===== src/rtl/mul_div_unit_pkg.sv =====
// mul_div_unit_pkg: shared data types, mul/div operation codes and FSM states.
//   BasicTypes : DATA_WIDTH, DataPath, TRUE/FALSE
//   Types      : MulDivCodePath, MUL_DIV_CODE_*, MUL_DIV_ITERATIONS, md_state_e
package BasicTypes;
  localparam int DATA_WIDTH = 32;
  typedef logic [DATA_WIDTH-1:0] DataPath;
  localparam logic TRUE = 1'b1;
  localparam logic FALSE = 1'b0;
endpackage

package Types;
  import BasicTypes::*;
  typedef logic [2:0] MulDivCodePath;
  localparam MulDivCodePath MUL_DIV_CODE_MULT = 3'd0;
  localparam MulDivCodePath MUL_DIV_CODE_MULTU = 3'd1;
  localparam MulDivCodePath MUL_DIV_CODE_DIV = 3'd2;
  localparam MulDivCodePath MUL_DIV_CODE_DIVU = 3'd3;
  localparam MulDivCodePath MUL_DIV_CODE_MTHI = 3'd4;
  localparam MulDivCodePath MUL_DIV_CODE_MTLO = 3'd5;
  localparam int MUL_DIV_ITERATIONS = DATA_WIDTH;
  typedef enum logic [1:0] {MD_IDLE, MD_CALC, MD_FIXUP} md_state_e;
endpackage


===== src/rtl/mul_div_step.sv =====
// mul_div_step: one combinational multiply or divide iteration.
//   is_div  : 1 = restoring-divide step, 0 = shift-add multiply step
//   acc_i   : multiply: running product; divide: {remainder, dividend/quotient}
//   mcand_i : multiply: shifted multiplicand; divide: divisor in the low half
//   mplr_i  : multiply: remaining multiplier bits (unused by divide)
//   acc_o, mcand_o, mplr_o : values after the iteration
module mul_div_step import BasicTypes::*; #(
  parameter int WIDTH = DATA_WIDTH
) (
  input  logic               is_div,
  input  logic [2*WIDTH-1:0] acc_i,
  input  logic [2*WIDTH-1:0] mcand_i,
  input  logic [WIDTH-1:0]   mplr_i,
  output logic [2*WIDTH-1:0] acc_o,
  output logic [2*WIDTH-1:0] mcand_o,
  output logic [WIDTH-1:0]   mplr_o
);
  // Partial remainder shifted left with the next dividend bit brought in.
  logic [WIDTH:0]   rs;
  logic             ge;
  logic [WIDTH-1:0] rem_n;
  assign rs = acc_i[2*WIDTH-1:WIDTH-1];
  assign ge = rs >= {1'b0, mcand_i[WIDTH-1:0]};
  // When the trial subtract succeeds the difference is below the divisor, so W bits suffice.
  assign rem_n = ge ? rs[WIDTH-1:0] - mcand_i[WIDTH-1:0] : rs[WIDTH-1:0];
  assign acc_o = is_div ? {rem_n, acc_i[WIDTH-2:0], ge} : acc_i + (mplr_i[0] ? mcand_i : '0);
  assign mcand_o = is_div ? mcand_i : mcand_i << 1;
  assign mplr_o = mplr_i >> 1;
endmodule


===== src/rtl/mul_div_unit.sv =====
// mul_div_unit: iterative multiply/divide unit with architectural HI/LO registers.
//   clk, rst (async, active-low)
//   start, code, srcA, srcB : launch MULT/MULTU/DIV/DIVU/MTHI/MTLO (sampled in IDLE)
//   flush : abort an in-flight operation; in IDLE it blocks start
//   busy  : operation in CALC/FIXUP;  done : one-cycle pulse after HI/LO written
//   hi, lo: HI/LO registers
// Option macro MUL_DIV_EARLY_OUT_EN: multiply leaves CALC once the remaining
// multiplier bits are zero.
module mul_div_unit import BasicTypes::*, Types::*; #(
  parameter int WIDTH = DATA_WIDTH
) (
  input  logic               clk,
  input  logic               rst,
  input  logic               start,
  input  MulDivCodePath      code,
  input  logic [WIDTH-1:0]   srcA,
  input  logic [WIDTH-1:0]   srcB,
  input  logic               flush,
  output logic               busy,
  output logic               done,
  output logic [WIDTH-1:0]   hi,
  output logic [WIDTH-1:0]   lo
);
  localparam int CW = $clog2(WIDTH);
  md_state_e state_q, state_d;
  logic [CW-1:0] cnt_q, cnt_d;
  logic [2*WIDTH-1:0] acc_q, acc_d, mcand_q, mcand_d, acc_s, mcand_s, prod_fix;
  logic [WIDTH-1:0] mplr_q, mplr_d, mplr_s, hi_q, hi_d, lo_q, lo_d;
  logic [WIDTH-1:0] a_mag, b_mag, quo_fix, rem_fix;
  logic is_div_q, is_div_d, neg_q, neg_d, neg_a_q, neg_a_d, dz_q, dz_d, done_q, done_d;
  logic is_md, sgn, dv, last;
  assign is_md = code inside {MUL_DIV_CODE_MULT, MUL_DIV_CODE_MULTU, MUL_DIV_CODE_DIV, MUL_DIV_CODE_DIVU};
  assign sgn = code == MUL_DIV_CODE_MULT || code == MUL_DIV_CODE_DIV;
  assign dv = code == MUL_DIV_CODE_DIV || code == MUL_DIV_CODE_DIVU;
  assign a_mag = (sgn && srcA[WIDTH-1]) ? -srcA : srcA;
  assign b_mag = (sgn && srcB[WIDTH-1]) ? -srcB : srcB;
  mul_div_step #(.WIDTH(WIDTH)) u_step (
    .is_div(is_div_q), .acc_i(acc_q), .mcand_i(mcand_q), .mplr_i(mplr_q),
    .acc_o(acc_s), .mcand_o(mcand_s), .mplr_o(mplr_s)
  );
`ifdef MUL_DIV_EARLY_OUT_EN
  assign last = cnt_q == '0 || (!is_div_q && mplr_s == '0);
`else
  assign last = cnt_q == '0;
`endif
  assign prod_fix = neg_q ? -acc_q : acc_q;
  // Divide by zero leaves the full dividend magnitude as remainder; restoring the
  // sign of A therefore yields srcA unmodified in HI.
  assign quo_fix = dz_q ? '1 : (neg_q ? -acc_q[WIDTH-1:0] : acc_q[WIDTH-1:0]);
  assign rem_fix = neg_a_q ? -acc_q[2*WIDTH-1:WIDTH] : acc_q[2*WIDTH-1:WIDTH];
  always_comb begin
    state_d = state_q;
    cnt_d = cnt_q;
    acc_d = acc_q;
    mcand_d = mcand_q;
    mplr_d = mplr_q;
    is_div_d = is_div_q;
    neg_d = neg_q;
    neg_a_d = neg_a_q;
    dz_d = dz_q;
    hi_d = hi_q;
    lo_d = lo_q;
    done_d = 1'b0;
    if (flush) begin
      state_d = MD_IDLE;
      cnt_d = '0;
    end else begin
      case (state_q)
        MD_IDLE: begin
          if (start && is_md) begin
            state_d = MD_CALC;
            cnt_d = CW'(WIDTH - 1);
            acc_d = dv ? {{WIDTH{1'b0}}, a_mag} : '0;
            mcand_d = {{WIDTH{1'b0}}, dv ? b_mag : a_mag};
            mplr_d = b_mag;
            is_div_d = dv;
            neg_d = sgn && (srcA[WIDTH-1] ^ srcB[WIDTH-1]);
            neg_a_d = sgn && srcA[WIDTH-1];
            dz_d = dv && srcB == '0;
          end
          if (start && code == MUL_DIV_CODE_MTHI) hi_d = srcA;
          if (start && code == MUL_DIV_CODE_MTLO) lo_d = srcA;
        end
        MD_CALC: begin
          acc_d = acc_s;
          mcand_d = mcand_s;
          mplr_d = mplr_s;
          cnt_d = last ? '0 : cnt_q - 1'b1;
          state_d = last ? MD_FIXUP : MD_CALC;
        end
        MD_FIXUP: begin
          state_d = MD_IDLE;
          done_d = 1'b1;
          hi_d = is_div_q ? rem_fix : prod_fix[2*WIDTH-1:WIDTH];
          lo_d = is_div_q ? quo_fix : prod_fix[WIDTH-1:0];
        end
        default: state_d = MD_IDLE;
      endcase
    end
  end
  always_ff @(posedge clk or negedge rst) begin
    if (!rst) begin
      state_q <= MD_IDLE;
      cnt_q <= '0;
      acc_q <= '0;
      mcand_q <= '0;
      mplr_q <= '0;
      is_div_q <= 1'b0;
      neg_q <= 1'b0;
      neg_a_q <= 1'b0;
      dz_q <= 1'b0;
      hi_q <= '0;
      lo_q <= '0;
      done_q <= 1'b0;
    end else begin
      state_q <= state_d;
      cnt_q <= cnt_d;
      acc_q <= acc_d;
      mcand_q <= mcand_d;
      mplr_q <= mplr_d;
      is_div_q <= is_div_d;
      neg_q <= neg_d;
      neg_a_q <= neg_a_d;
      dz_q <= dz_d;
      hi_q <= hi_d;
      lo_q <= lo_d;
      done_q <= done_d;
    end
  end
  assign busy = state_q != MD_IDLE;
  assign done = done_q;
  assign hi = hi_q;
  assign lo = lo_q;
endmodule

===== config.mk =====
export PLATFORM = sky130hd
export DESIGN_NAME = mul_div_unit
export DESIGN_NICKNAME = d
export VERILOG_FILES = /design/src/rtl/mul_div_unit_pkg.sv /design/src/rtl/mul_div_step.sv /design/src/rtl/mul_div_unit.sv
export SDC_FILE = /design/constraint.sdc
export NUM_CORES = 1
export LEC_CHECK = 0
export CAP_MARGIN = 20
export CORE_MARGIN = 5
export CORE_UTILIZATION = 65
export CTS_CLUSTER_SIZE = 40
export DETAILED_ROUTE_END_ITERATION = 6
export GPL_TIMING_DRIVEN = 0
export MAX_ROUTING_LAYER = met4
export PLACE_DENSITY_LB_ADDON = 0.3
export SYNTH_ARGS = -nofsm -noshare
export SYNTH_HDL_FRONTEND = slang
export SYNTH_HIERARCHICAL = 1
export SYNTH_SLANG_ARGS = --single-unit

===== constraint.sdc =====
create_clock -name clk -period 5.8 [get_ports clk]
set_clock_uncertainty 0.05 [all_clocks]
set_input_delay 0.87 -clock clk [delete_from_list [all_inputs] [get_ports clk]]
set_output_delay 0.87 -clock clk [all_outputs]
set_load 0.03 [all_outputs]

==> impl_metrics.ini, run 1 <==
[placement]
gp_congestion = 1.12
place_area_um2 = 23200
dp.cells = 3329
io_buffers = 133
hpwl_um = 66700

[routing]
wl_per_cell_um = 25.9
drc = 24
vias = 24100
firstDrtPassIters = 7
totalWireLength_um = 87600
drtIter0Drc = 4031
ant_nets = 0
vias_per_cell = 7.15

[timing]
rsz0062_at_grt = false
max_freq_mhz = 184
period_share_pct = 93.8
slew_viol_final = 0
hold_violations = 0
slew_headroom_pct = 21.4
tightestPinTransition_ns = 1.18
final.min_clock_period_ns = 5.44
setup_viol = 0

[cells_and_area]
layout_common_cells = nand2_1, o21ai_0, a21oi_1, dfrtp_1, nor2_1
final_core_util_pct = 74.4
num-nets-final = 3088
final_area_um2 = 24100
area_growth_syn_to_layout_pct = 13.4
final_common_cell = nand2_1
drive_gt1_share_pct = 5.83
fin_cells = 3377

[global_routing]
antenna_found_initial = 1
grt_usage_pct = 48.0
grt_max_degree = 90
grt_pass1_vias = 22800
overflow = 0
grt_pass1_wl_um = 132000

[worst_setup_path]
worstPathMaxFanout = 10
worst_setup_path_start_kind = flop
end_kind = flop
critPathRequiredTime_ns = 6.19
crit_arrival_ns = 5.83
rrSetupSlack_ns = 0.36
timing.setup.critical_path_class = reg -> reg

[floorplanning]
design.core.area_um2 = 32500
die_area_um2 = 36500
die_x_um = 191
rows = 66
die_h_um = 191
initial_core_util_pct = 65.6
boundaryPins = 137

[synthesis]
synth_seq_cells = 236
synth_edf_count = 0
async_flop_share_pct = 100
yosysWarnings = 6
synth_cell_types = 93
syn_area_per_cell_um2 = 7.74
synthesis.instances = 2749
yosys_most_used_dff = dfrtp_1
syn-cell-area_um2 = 21300
seq_area_frac_synth_pct = 27.7
syn_nets = 2922

[clock_tree]
postCtsHoldBufs = 0
clk-insertion-delay-late_ns = 0.56
numCtsBuffers = 26
clock_path_buffers = 3
clockRootBuffer = clkbuf_16
clk_pin_slew_ns = 0.06
cts_setup_buffers = 0
cts_tree = done
htreeDepth = 1
ctsResizeCount = 0
cts.sinks = 236

[outcome]
status = finished with violations
violations = design-rule violations

[flow_run]
max-cap-violations = 0

[power_and_ir_drop]
power_leakage_nw = 10.4
power.density_nw_per_um2 = 350
ir_drop_mv = 0.296

[min_path]
hold_class = in -> async
==> cell usage after synthesis, types with 7 or more instances <==
cell	count	area (µm²)
mux2_2	46	518
or3_1	17	106
or4_1	16	120
nand2b_1	16	100
nor2b_1	13	81.3
nand3_1	40	200
o21bai_1	20	150
o21ai_0	280	1400
o21a_1	13	97.6
nand2_1	317	1190
o31ai_1	30	225
buf_1	12	45.0
o41ai_1	9	78.8
and2_1	81	507
ha_1	100	1250
a21o_1	60	450
a22oi_1	12	90.1
a22o_1	69	604
clkbuf_1	143	537
mux2i_1	22	220
nor3_1	59	295
o211ai_1	24	180
a21oi_1	265	1330
a221oi_1	21	184
xnor2_1	107	937
and4_1	7	61.3
or2_2	10	62.6
inv_1	79	297
xor2_1	90	788
o22ai_1	24	150
a211oi_1	31	233
buf_4	34	255
dfrtp_1	236	5910
nor4_1	26	163
and3_1	35	219
nor2_1	212	796
a31oi_1	33	206
nand4_1	29	181
==> per-layer routing <==
layer	wire length (µm)	global-route usage, %	up-vias
met4	6840	27.8	0
li1	-	-	10300
met5	0	-	-
met3	13000	14.1	494
met1	32100	60.6	11100
met2	35700	68.7	2194
==> final timing paths <==
path	startpoint	to	depth (start not counted)
worst max-delay path	mplr_q[0]	acc_q[63]	14
min in group clk	lo[7]	lo[7]	2
max in group asynchronous	rst	mcand_q[41]	3
worst max register to register	mplr_q[0]	acc_q[63]	14
worst min register to register	lo[7]	lo[7]	2
worst min-delay path	rst	lo[7]	1
==> area by class of cell <==
class                      instances  area, µm²
clock inverter                     5       78.8
fill                            2467       8310
sequential                       236       5910
timing repair buffer             138       1410
tap                              442        553
antenna                            3       7.51
multi-input combinational       2238      14200
inverter                          79        297
clock buffer                      40        805
buffer                           196        902
==> logic make-up after synthesis <==
group | after synthesis | synth area share, %
buffers and inverters | 275 | 5.63
multiplexers | 68 | 3.47
adder cells (fa/ha/maj) | 102 | 6.07
flip-flops | 236 | 27.7
AO/OA/AOI/OAI | 952 | 28.0
other | 1 | 0.0176
AND/OR/NAND/NOR | 918 | 20.9
XOR/XNOR | 197 | 8.11
==> worst max-delay path: stages (launching register included) <==
cell and delay, ns:
dfrtp_1 0.34, clkbuf_1 0.73, clkbuf_1 0.44, and2_1 0.20, ha_1 0.26, and4_1 0.28
nand4_1 0.18, or4_1 0.45, a211oi_1 0.41, nor2_1 0.27, a211oi_1 0.61, o21ai_0 0.41
nor4_1 0.38, nor4bb_1 0.11, a22o_1 0.21
==> power by group <==
part | total, W | internal, W | leakage (nW) | switching (W)
Clock | 0.00176 | 0.00103 | 0.436 | 0.000726
Sequential | 0.00244 | 0.00199 | 2.99 | 0.000448
Combinational | 0.00426 | 0.00159 | 6.95 | 0.00267
Total | 0.00846 | 0.00461 | 10.4 | 0.00384
==> metrics by stage <==
step	setup WS (ns)	power [W]	hold WS [ns]	TNS, ns
after floorplan	1.92	0.00506	0.400	0
after global placement	-5.89	0.00637	0.412	-1379.48
after detailed placement	0.665	0.00647	0.421	0
after CTS	0.652	0.00823	0.197	0
after global routing	0.394	0.00879	0.222	0
final	0.358	0.00846	0.179	0
==> registers in the layout, summed over array words and instances, names as in the netlist <==
name	count
acc_q	64
mcand_q	64
hi	32
lo	32
mplr_q	32
cnt_q	5
state_q	2
done	1
dz_q	1
is_div_q	1
neg_a_q	1
neg_q	1
Power figures use the tool's default switching activity.
==> run 2: changes to the inputs <==
SKIP_LAST_GASP = 1   (was not set)
==> results of run 2 <==
The final DEF is identical to that of run 1; final timing and power are the same.
